$ cat src/rtl/bcd_pkg.sv
// Shared BCD limits, seven-segment patterns {g,f,e,d,c,b,a} and the digit decoder
// used by the multi-digit counter and its digit slices.
package bcd_pkg;

  localparam logic [3:0] BCD_MAX = 4'd9;
  localparam logic [3:0] BCD_MIN = 4'd0;

  localparam logic [6:0] SEG_0     = 7'b0111111;
  localparam logic [6:0] SEG_1     = 7'b0000110;
  localparam logic [6:0] SEG_2     = 7'b1011011;
  localparam logic [6:0] SEG_3     = 7'b1001111;
  localparam logic [6:0] SEG_4     = 7'b1100110;
  localparam logic [6:0] SEG_5     = 7'b1101101;
  localparam logic [6:0] SEG_6     = 7'b1111101;
  localparam logic [6:0] SEG_7     = 7'b0000111;
  localparam logic [6:0] SEG_8     = 7'b1111111;
  localparam logic [6:0] SEG_9     = 7'b1101111;
  localparam logic [6:0] SEG_BLANK = 7'b0000000;

  // Active-high decode; non-BCD codes blank the digit.
  function automatic logic [6:0] seg_decode(input logic [3:0] digit);
    case (digit)
      4'd0:    return SEG_0;
      4'd1:    return SEG_1;
      4'd2:    return SEG_2;
      4'd3:    return SEG_3;
      4'd4:    return SEG_4;
      4'd5:    return SEG_5;
      4'd6:    return SEG_6;
      4'd7:    return SEG_7;
      4'd8:    return SEG_8;
      4'd9:    return SEG_9;
      default: return SEG_BLANK;
    endcase
  endfunction

endpackage

$ cat src/rtl/bcd_digit.sv
// One BCD digit of the ripple chain: loadable, steps up or down when every lower
// digit sits at its limit (carry_i/borrow_i), and passes that condition upward.
module bcd_digit
  import bcd_pkg::*;
(
  input  logic       clk,
  input  logic       rstn,
  input  logic       en_i,
  input  logic       up_i,
  input  logic       load_i,
  input  logic [3:0] load_val_i,
  input  logic       carry_i,
  input  logic       borrow_i,
  output logic [3:0] digit_o,
  output logic       carry_o,
  output logic       borrow_o
);

  logic [3:0] digit_q, digit_d;
  logic       at_max, at_min;

  // Out-of-range codes wrap in whichever direction the step goes.
  assign at_max   = (digit_q >= BCD_MAX);
  assign at_min   = (digit_q == BCD_MIN) || (digit_q > BCD_MAX);
  assign carry_o  = carry_i  & at_max;
  assign borrow_o = borrow_i & at_min;
  assign digit_o  = digit_q;

  // NOTE: every path assigns digit_d a default first, so no latch is inferred.
  always_comb begin
    digit_d = digit_q;
    if (load_i) begin
      digit_d = load_val_i;
    end else if (en_i && up_i && carry_i) begin
      digit_d = at_max ? BCD_MIN : digit_q + 4'd1;
    end else if (en_i && !up_i && borrow_i) begin
      digit_d = at_min ? BCD_MAX : digit_q - 4'd1;
    end
  end

  // NOTE: state uses non-blocking assignment; reset is synchronous, so rstn is
  // only looked at inside the clocked block.
  always_ff @(posedge clk) begin
    if (!rstn) digit_q <= BCD_MIN;
    else       digit_q <= digit_d;
  end

endmodule

$ cat src/rtl/bcd_multidigit_counter.sv
// N-digit BCD up/down counter with validated preset load, terminal-count pulse
// and a time-multiplexed seven-segment scan driving one shared segment bus.
module bcd_multidigit_counter
  import bcd_pkg::*;
#(
  parameter int DIGITS         = 4,
  parameter int SCAN_DIV       = 16,
  parameter int SEG_ACTIVE_LOW = 0
) (
  input  logic                  clk,
  input  logic                  rstn,
  input  logic                  en,
  input  logic                  mode,
  input  logic                  enter,
  input  logic [4*DIGITS-1:0]   load,
  output logic [4*DIGITS-1:0]   count,
  output logic                  tc,
  output logic                  load_err,
  output logic [6:0]            seg,
  output logic [DIGITS-1:0]     an
);

  localparam int IDX_W = (DIGITS > 1) ? $clog2(DIGITS) : 1;
  localparam int DIV_W = $clog2(SCAN_DIV);
  localparam logic [6:0]        SEG_POL = (SEG_ACTIVE_LOW != 0) ? '1 : '0;
  localparam logic [DIGITS-1:0] AN_POL  = (SEG_ACTIVE_LOW != 0) ? '1 : '0;

  logic [4*DIGITS-1:0] count_w;
  logic [DIGITS:0]     carry, borrow;
  logic                load_ok, load_en, step_en, wrap;

  logic              tc_q, load_err_q;
  logic [DIV_W-1:0]  div_q, div_d;
  logic [IDX_W-1:0]  idx_q, idx_d;
  logic [6:0]        seg_q, seg_d;
  logic [DIGITS-1:0] an_q, an_d;
  logic [3:0]        scan_digit;

  always_comb begin
    load_ok = 1'b1;
    for (int k = 0; k < DIGITS; k++) begin
      if (load[4*k +: 4] > BCD_MAX) load_ok = 1'b0;
    end
  end

  // enter outranks en even when the preset is rejected.
  assign load_en   = enter & load_ok;
  assign step_en   = en & ~enter;
  assign carry[0]  = 1'b1;
  assign borrow[0] = 1'b1;
  assign wrap      = step_en & (mode ? carry[DIGITS] : borrow[DIGITS]);

  for (genvar g = 0; g < DIGITS; g++) begin : g_digit
    bcd_digit u_digit (
      .clk        (clk),
      .rstn       (rstn),
      .en_i       (step_en),
      .up_i       (mode),
      .load_i     (load_en),
      .load_val_i (load[4*g +: 4]),
      .carry_i    (carry[g]),
      .borrow_i   (borrow[g]),
      .digit_o    (count_w[4*g +: 4]),
      .carry_o    (carry[g+1]),
      .borrow_o   (borrow[g+1])
    );
  end

  always_comb begin
    div_d = div_q + DIV_W'(1);
    idx_d = idx_q;
    if (div_q == DIV_W'(SCAN_DIV - 1)) begin
      div_d = '0;
      idx_d = (idx_q == IDX_W'(DIGITS - 1)) ? '0 : idx_q + IDX_W'(1);
    end

    scan_digit = '0;
    an_d       = '0;
    for (int k = 0; k < DIGITS; k++) begin
      if (idx_q == IDX_W'(k)) begin
        scan_digit = count_w[4*k +: 4];
        an_d[k]    = 1'b1;
      end
    end
    seg_d = seg_decode(scan_digit) ^ SEG_POL;
    an_d  = an_d ^ AN_POL;
  end

  always_ff @(posedge clk) begin
    if (!rstn) begin
      tc_q       <= 1'b0;
      load_err_q <= 1'b0;
      div_q      <= '0;
      idx_q      <= '0;
      seg_q      <= SEG_0 ^ SEG_POL;
      an_q       <= DIGITS'(1) ^ AN_POL;
    end else begin
      tc_q       <= wrap;
      load_err_q <= enter & ~load_ok;
      div_q      <= div_d;
      idx_q      <= idx_d;
      seg_q      <= seg_d;
      an_q       <= an_d;
    end
  end

  assign count    = count_w;
  assign tc       = tc_q;
  assign load_err = load_err_q;
  assign seg      = seg_q;
  assign an       = an_q;

endmodule
$ cat config.mk
export PLATFORM = sky130hd
export DESIGN_NAME = bcd_multidigit_counter
export DESIGN_NICKNAME = d
export VERILOG_FILES = /design/src/rtl/bcd_pkg.sv /design/src/rtl/bcd_digit.sv /design/src/rtl/bcd_multidigit_counter.sv
export SDC_FILE = /design/constraint.sdc
export NUM_CORES = 1
export LEC_CHECK = 0
export CORE_MARGIN = 5
export CORE_UTILIZATION = 57
export CTS_CLUSTER_DIAMETER = 200
export DETAILED_ROUTE_END_ITERATION = 10
export HOLD_SLACK_MARGIN = 0.05
export PLACE_DENSITY_LB_ADDON = 0.3
export SYNTH_ARGS = -nofsm -noshare
export SYNTH_HDL_FRONTEND = slang
export SYNTH_SLANG_ARGS = --single-unit
$ cat constraint.sdc
create_clock -name clk -period 6.1 [get_ports clk]
set_input_delay 0.61 -clock clk [delete_from_list [all_inputs] [get_ports clk]]
set_output_delay 0.61 -clock clk [all_outputs]
set_load 0.02 [all_outputs]
==> results of run 1 <==
## stage by stage
step / instance area [um^2] / utilization (%)
floorplan: 2710 / -
global placement: 3190 / 68.4
detailed placement: 3190 / 68.4
CTS: 3290 / 70.6
global route: 3290 / 70.6
finish: 3290 / 70.6
## cells by family after synthesis
| family | Yosys count |
|---|---|
| buf+inv | 49 |
| flops | 35 |
| simple gates | 106 |
| fa+ha+maj | 24 |
| mux | 2 |
| xor+xnor | 5 |
| compound gates | 124 |
## power by group
group | internal [mW] | switching [mW] | total, mW
logic | 0.0955 | 0.109 | 0.204
clock network | 0.103 | 0.0890 | 0.192
registers | 0.243 | 0.0263 | 0.270
## registers in the layout, summed over array words and instances, names as in the netlist
| register | cells |
|---|---|
| g_digit.u_digit.digit_o | 16 |
| seg | 7 |
| an | 4 |
| div_q | 4 |
| idx_q | 2 |
| load_err | 1 |
| tc | 1 |
## cell usage in the layout, fill, tap and decap left out, types with 3 or more instances in the layout
cell	count
clkbuf_8	7
o22ai_1	5
o211ai_1	9
o21a_1	7
ha_1	24
and2_1	7
inv_1	26
o211a_1	3
nand2b_1	4
o21bai_1	4
a211oi_1	7
nor3b_1	4
nor2_1	15
o21ai_0	23
dfxtp_1	35
a21o_1	3
nand3_1	11
nor3_1	12
xor2_1	3
a2bb2oi_1	3
a21oi_1	23
o31ai_1	6
nor2b_1	9
a21boi_0	4
nand2_1	27
and3_1	6
clkdlybuf4s50_1	49
## area by class of cell
cell class | count | area [um^2]
sequential | 35 | 701
inverter | 26 | 97.6
clock buffer | 7 | 96.3
clock inverter | 1 | 7.51
multi-input combinational | 261 | 1820
fill | 399 | 1370
timing repair buffer | 51 | 505
tap | 54 | 67.6
## metal layers
layer | part of all wire [%] | vias up | routed length, um
li1 | - | 1316 | -
met1 | 45 | 1276 | 3100
met2 | 49 | 84 | 3390
met3 | 5.0 | 9 | 349
met4 | 1.2 | 0 | 84
met5 | 0 | - | 0
## path summary, 6_finish.rpt
kind                                                      end  slack (ns)  cells after the start
worst max-delay path            g_digit[3].u_digit.digit_o[1]        3.22                      7
worst min-delay path                                 div_q[0]        0.48                      1
worst max register to register  g_digit[3].u_digit.digit_o[1]        3.23                      8
worst min register to register                       div_q[0]        0.48                      1
## critical path: cells and delay by family
kind / cells / cell delay, ns
buffers and inverters: 1 / 0.69
AOI/OAI and AO/OA: 3 / 1.00
and+or+nand+nor: 3 / 0.75
==> qor.txt, run 1 <==
first-pass GRT wire length - 11700 um
fraction of registers with async set/reset - 0%
synthesized area - 2710 um^2
Max Cap Viol - 0
syn nets - 390
Yosys cell types - 60
max_slew headroom - 46.7%
drt via density - 6.17
Yosys top cell area share - 25.9%
Synth Area in Compound Gates - 33.0%
# DRC - 0
DRT iter0 DRCs - 225
Area contributors post-synth - dfxtp_1 26%, ha_1 11%, a21oi_1 4.2%, o21ai_0 4.2%, nand2_1 3.7%
worst-path fanout max - 14
crit-path max cell delay - 0.69 ns
final std cells w/o fill - 435
CTS HTree Levels - 2
final hold vios - 0
antenna-violating nets left - 0
WHS - 0.476 ns
Yosys top cell by area - dfxtp_1
Final TNS setup - 0 ns
layout cells sized above 1 - 4.72%
crit start category - input port
average wire per standard cell - 15.9 um
Crit path required time - 6.28 ns
Overflow after GRT - 0
Top FF cell, synth - dfxtp_1
Cell Rows - 25
Finish-stage setup viols - 0
Adder-Cell Fraction of Synth Area - 11.1%
Fmax - 347 MHz
vias in the first global route - 2579
top post-synthesis cells by count - 35 x dfxtp_1, 27 x nand2_1, 26 x inv_1, 24 x ha_1
xor/xnor share of the synthesized area - 1.62%
Total Wirelength - 6930 um
mux contribution to synthesized area - 0.739%
Die H - 79.0 um
Synth Area in Simple Gates - 20.6%
Clock transition at path regs - 0.08 ns
period utilisation layout - 47.2%
Sink Count - 35
Worst Hold Launch - div_q[0]
DP Worst Slack - 2.97 ns
chip width - 79.0 um
Peak supply drop - 0.000120 V
Post-synth EDFFs - 0
CTS Buffer Depth - 2
met3 Use GR - 3.51%
final setup margin - 3.22 ns
hpwl dp - 5060 um
number of buffers created by CTS - 5
Ports - 50
Area Overhead vs Synth - 21.4%
Slew @ Worst Pin - 0.799 ns
Final min period - 2.88 ns
cell with the most instances after synthesis - dfxtp_1
DIE AREA - 6230 um^2
Worst Setup End Kind - flip-flop
Pwr Total - 0.666 mW
Mean Syn Cell Area - 7.86 um^2
GR met2 Demand/Resource - 39.8%
clk_lat worst skew - 0.29 ns
pwr dens - 202 nW/um^2
CTS tree - yes
Port Buffers - 49
critical path arrival - 3.06 ns
synthesized flop and latch total - 35
DP Cell Count - 427
drt pass-1 iters - 5
RR Startpoint - g_digit[0].u_digit.digit_o[1]
synthesized netlist cell count - 345
GP Congestion - 0.948
Setup Skew - 0.00413 ns
total routing usage reported by global routing - 22.8%
Worst path slowest cell - clkdlybuf4s50_1
via count - 2685
post-CTS setup repair buffer count - 0
met1 usage - 29.0%
grt peak-use layer - met2
cts hold-fix bufs - 0
Synth warnings - 0
diode count - 0
crit path cell chain - clkdlybuf4s50_1, nand4b_1, a2111oi_4, and2_1, nor3b_1, a311oi_1, o22ai_1
number of gates resized after CTS - 0
RSZ-0062 raised after global routing - no
largest net degree at the start of global routing - 39
initial core utilization - 58.1%
initial antenna violation count - 0
Leak - 1.28 nW
critical path startpoint - mode
Root Buffer - clkbuf_8
Seq/Total Area, Yosys - 25.9%
HP Class - reg2reg
core area - 4660 um^2
status - finished clean
largest family of logic cells by synthesized area - compound AO/OA/AOI/OAI gates
Slew Viols, Final - 0
Layout Nets - 425
Crit Path Category - in2reg
No activity file was read; power rests on OpenSTA's default activity.
==> run 2: changes to the inputs <==
Settings changed: CORE_UTILIZATION 57 to 53.
Clock period 6.1 ns to 2.7 ns, I/O delays scaled along.
==> run 2 against run 1 <==
Net effect: total power is 120% higher; sequential share of layout area is 0.31 points lower; worst hold slack worse by 0.0082 ns.
==> qor.txt, run 2 (synthesis gave the netlist of run 1 again) <==
status - finished clean
DP Cell Count - 449 (+5.2%)
average wire per standard cell - 15.4 um (-3.5%)
Cell Rows - 26 (+4.0%)
Die H - 81.5 um (+3.2%)
Leak - 1.30 nW (+2.1%)
Worst Hold Launch - div_q[0]
CTS HTree Levels - 2 (unchanged)
Sink Count - 35 (unchanged)
final hold vios - 0 (unchanged)
post-route cell area - 3340 um^2 (+1.5%)
cts hold-fix bufs - 0 (unchanged)
Area Overhead vs Synth - 23.2%
period utilisation layout - 89.0%
Final TNS setup - 0 ns (unchanged)
max_slew headroom - 65.2% (+18 points)
Slew @ Worst Pin - 0.509 ns (-0.290 ns)
WHS - 0.468 ns (-0.00817 ns)
largest net degree at the start of global routing - 39 (unchanged)
hold endpoint - div_q[0]
via count - 2680 (-0.19%)
vias in the first global route - 2582 (+0.12%)
most frequent cells in the layout - 49 x clkdlybuf4s50_1, 35 x dfxtp_1, 27 x nand2_1
Overflow after GRT - 0 (unchanged)
Peak supply drop - 0.000298 V (+150%)
Max Cap Viol - 0 (unchanged)
post-CTS setup repair buffer count - 0 (unchanged)
Worst Setup End Kind - flip-flop
first-pass GRT wire length - 11900 um (+1.6%)
DIE AREA - 6640 um^2 (+6.6%)
GP Congestion - 0.937 (-1.1%)
initial antenna violation count - 0 (unchanged)
Finish-stage setup viols - 0 (unchanged)
Total Wirelength - 7000 um (+1.1%)
final setup margin - 0.298 ns (-2.92 ns)
Setup Skew - 0.00470 ns (+0.000572 ns)
Reg2Reg Depth - 8 (unchanged)
clk_lat worst skew - 0.29 ns (about the same)
Root Buffer - clkbuf_8
CTS Buffer Depth - 2 (unchanged)
drt via density - 5.88 (-4.8%)
Placed Area - 3250 um^2 (+2.0%)
Clock transition at path regs - 0.07 ns (about the same)
RR Startpoint - g_digit[0].u_digit.digit_o[1]
Fmax - 416 MHz
FF-to-FF setup slack - 0.30 ns (-2.93 ns)
DRT iter0 DRCs - 169 (-25%)
pwr dens - 439 nW/um^2 (+120%)
Ports - 50 (unchanged)
drt pass-1 iters - 7 (+2)
Crit path required time - 2.87 ns (-3.41 ns)
hpwl dp - 5160 um (+1.9%)
Critical R2R Capture - g_digit[3].u_digit.digit_o[1]
CTS tree - yes
total routing usage reported by global routing - 22.6% (-0.22 points)
initial core utilization - 53.7% (-4.4 points)
critical path startpoint - g_digit[0].u_digit.digit_o[1]
final std cells w/o fill - 456 (+4.8%)
diode count - 0 (unchanged)
critical path arrival - 2.58 ns (-0.48 ns)
worst-path fanout max - 10 (-4)
layout cells sized above 1 - 5.96% (+1.2 points)
most common cell after layout, fill and taps aside - clkdlybuf4s50_1
Port Buffers - 49 (unchanged)
Crit Path Category - reg2reg
number of buffers created by CTS - 5 (unchanged)
number of gates resized after CTS - 0 (unchanged)
max reg flops - 16 (unchanged)
core area - 5040 um^2 (+8.2%)
Layout Nets - 431 (+1.4%)
DP Worst Slack - 0.327 ns (-2.64 ns)
hold depth - 1 (unchanged)
Slew Viols, Final - 0 (unchanged)
RSZ-0062 raised after global routing - no
antenna-violating nets left - 0 (unchanged)
chip width - 81.5 um (+3.2%)
# DRC - 0 (unchanged)
HP Class - reg2reg
Final min period - 2.40 ns
crit start category - flip-flop
[run 2: cell types whose count changed in the layout (fill, tap and decap cells not counted)]
| cell | change |
|---|---|
| clkbuf_8 | -1 |
| clkinv_2 | +1 |
| clkinvlp_4 | -1 |
| buf_4 | +6 |
[run 2: cell type report]
type / count / area, um^2
multi-input cells: 261 / 1820
fillers: 432 / 1700
flip-flops and latches: 35 / 701
repair buffers: 57 / 551
inverters: 26 / 97.6
well taps: 70 / 87.6
clock buffers: 6 / 82.6
clock inverters: 1 / 5.00
[run 2: worst max-delay path by stage]
stage	to	slack, ns	depth (start not counted)
finish	g_digit[3].u_digit.digit_o[1]	0.30	8
floorplan	g_digit[3].u_digit.digit_o[0]	0.26	10
global placement	g_digit[3].u_digit.digit_o[0]	0.42	8
detailed placement	g_digit[3].u_digit.digit_o[1]	0.33	8
global route	g_digit[3].u_digit.digit_o[3]	0.02	8
CTS	g_digit[3].u_digit.digit_o[1]	0.32	8
[run 2: per-layer routing]
layer	share of wire [%]	vias to the layer above	GRT usage, %
li1	-	1335	-
met1	44	1240	28.9
met2	48	89	38.1
met3	5.5	16	3.84
met4	2.1	0	7.94
met5	0	-	0
[run 2: metrics by stage]
stage	power (mW)	util, %
after floorplan	0.918	-
after global placement	1.07	64.5
after detailed placement	1.08	64.5
after CTS	1.47	66.2
after global routing	1.55	66.2
final	1.46	66.2
[run 2: report_power, final]
group	leakage, nW	internal, mW	switching (mW)	total [mW]
Combinational	0.969	0.221	0.256	0.477
Sequential	0.286	0.550	0.0515	0.601
Clock	0.0470	0.200	0.186	0.386
Total	1.30	0.972	0.493	1.46
[run 2: worst max-delay path, cell delays in order, from the launching register on]
cell and delay, ns:
dfxtp_1 0.45, inv_1 0.11, ha_1 0.29, nor3b_4 0.20
a2111oi_4 0.37, and2_1 0.39, nor3b_1 0.10, a311oi_1 0.26
o22ai_1 0.12
==> run 3: changes to the inputs <==
Settings changed: CORE_MARGIN 5 to unset, CORE_UTILIZATION 53 to 48.
Clock period 2.7 ns to 1.99 ns, I/O delays scaled along.
==> run 3 against run 2 <==
Net effect: the run now ends with setup timing left; count of clock-buffer cells in the layout increased by 1; fmax increased by 20%; flip-flop and latch count unchanged; via count increased by 18%; die area decreased by 10%; total power increased by 65%; clock power increased by 91%; utilization increased by 11 points; wire length increased by 29%; first-iteration DRC count increased by 110%; critical endpoint is now g_digit[3].u_digit.digit_o[0].
==> qor.txt, run 3 (synthesis gave the netlist of run 1 again) <==
status - finished with violations
failing checks - setup timing
final setup margin - -0.0130 ns (-0.311 ns)
Max Cap Viol - 0 (unchanged)
Final Util - 77.2% (+11 points)
Peak supply drop - 0.000294 V (-1.4%)
Placed Area - 3670 um^2 (+13%)
largest net degree at the start of global routing - 39 (unchanged)
total routing usage reported by global routing - 28.2% (+5.6 points)
critical path startpoint - g_digit[1].u_digit.digit_o[0]
average wire per standard cell - 17.4 um (+14%)
antenna-violating nets left - 0 (unchanged)
Worst Hold Launch - load[4]
Root Buffer - clkbuf_8
# DRC - 0 (unchanged)
core area - 5270 um^2 (+4.5%)
Clock transition at path regs - 0.07 ns (about the same)
final hold vios - 0 (unchanged)
layout cells sized above 1 - 27.5% (+21 points)
Fmax - 499 MHz (+20%)
GP Congestion - 0.916 (-2.3%)
Crit path required time - 2.18 ns (-0.69 ns)
initial core utilization - 51.4% (-2.3 points)
clk_lat worst skew - 0.30 ns (about the same)
pwr dens - 594 nW/um^2 (+35%)
Crit Path Category - reg2reg
DRT iter0 DRCs - 349 (+110%)
Pwr Total - 2.42 mW (+65%)
Leak - 1.69 nW (+30%)
Total Wirelength - 9030 um (+29%)
first-pass GRT wire length - 13400 um (+13%)
CTS Buffer Depth - 2 (unchanged)
Area Overhead vs Synth - 50.1%
DP Worst Slack - -0.102 ns (-0.430 ns)
most frequent cells in the layout - 62 x buf_4, 49 x clkdlybuf4s50_1, 29 x dfxtp_1
DIE AREA - 5950 um^2 (-10%)
final std cells w/o fill - 518 (+14%)
HP Class - in2reg
hpwl dp - 5790 um (+12%)
drt pass-1 iters - 5 (-2)
cts hold-fix bufs - 0 (unchanged)
CTS HTree Levels - 2 (unchanged)
DP Cell Count - 497 (+11%)
diode count - 0 (unchanged)
Ports - 50 (unchanged)
chip width - 77.1 um (-5.4%)
post-route cell area - 4070 um^2 (+22%)
most common cell after layout, fill and taps aside - buf_4
RSZ-0062 raised after global routing - yes
max reg flops - 16 (unchanged)
Layout fillers - 375 (-13%)
critical path arrival - 2.19 ns (-0.39 ns)
number of buffers created by CTS - 5 (unchanged)
Final TNS setup - -0.0130 ns (-0.0130 ns)
max_slew headroom - 63.1% (-2.1 points)
Overflow after GRT - 0 (unchanged)
Port Buffers - 49 (unchanged)
CTS tree - yes
Setup Skew - 0.00858 ns (+0.00388 ns)
Slew @ Worst Pin - 0.548 ns (+0.0390 ns)
Die H - 77.1 um (-5.4%)
Layout Nets - 492 (+14%)
Final min period - 2.00 ns (-0.399 ns)
drt via density - 6.12 (+4.2%)
initial antenna violation count - 0 (unchanged)
via count - 3171 (+18%)
Finish-stage setup viols - 1 (+1)
period utilisation layout - 101% (+12 points)
WHS - 0.466 ns (-0.00189 ns)
RR Startpoint - g_digit[1].u_digit.digit_o[0]
Cell Rows - 26 (unchanged)
Sink Count - 35 (unchanged)
Worst Setup End Kind - flip-flop
Slew Viols, Final - 0 (unchanged)
vias in the first global route - 2844 (+10%)
worst-path fanout max - 7 (-3)
crit start category - flip-flop
run 3: cell count changes in the layout (fill, tap and decap cells not counted), moves of 5 or more:
cell / delta
buf_4: +54
inv_1: -8
dfxtp_1: -6
ha_4: +8
inv_2: +5
ha_1: -9
run 3: final timing paths:
check / end / depth (start not counted) / slack [ns]
min: g_digit[1].u_digit.digit_o[0] / 3 / 0.47
max reg2reg: g_digit[3].u_digit.digit_o[0] / 8 / -0.01
min reg2reg: div_q[0] / 1 / 0.47
max: g_digit[3].u_digit.digit_o[0] / 8 / -0.01
run 3: layer usage:
metal / share of wire, % / track usage (%)
met4: 3.2 / 11.5
met2: 49 / 47.5
met3: 6.7 / 4.40
met1: 42 / 35.6
met5: 0 / 0
run 3: where the power goes:
group	internal (mW)	switching, mW	total, mW
sequential	0.746	0.0543	0.801
combinational	0.431	0.448	0.879
clock	0.451	0.285	0.736
run 3: cell type report:
| class | count | area [um^2] | area share (%) |
|---|---|---|---|
| sequential | 35 | 716 | 17.6 |
| clock inverter | 1 | 30.0 | 0.738 |
| clock buffer | 7 | 97.6 | 2.40 |
| tap | 70 | 87.6 | 2.15 |
| multi-input combinational | 261 | 2000 | 49.2 |
| inverter | 26 | 105 | 2.58 |
| timing repair buffer | 118 | 1030 | 25.4 |
run 3: what timing repair did:
action                                  CTS  global route
endpoints found under the setup margin   14            20
pin swaps                                 2            10
setup buffers                             1            10
gates cloned                              1             1
gates resized for setup                  11            39
run 3: critical path: stages (launching register included):
cell       delay (ns)
dfxtp_4          0.42
inv_4            0.05
ha_4             0.17
nor2b_4          0.14
a2111oi_4        0.40
buf_6            0.18
nand2_1          0.10
o211a_1          0.25
o221a_1          0.20
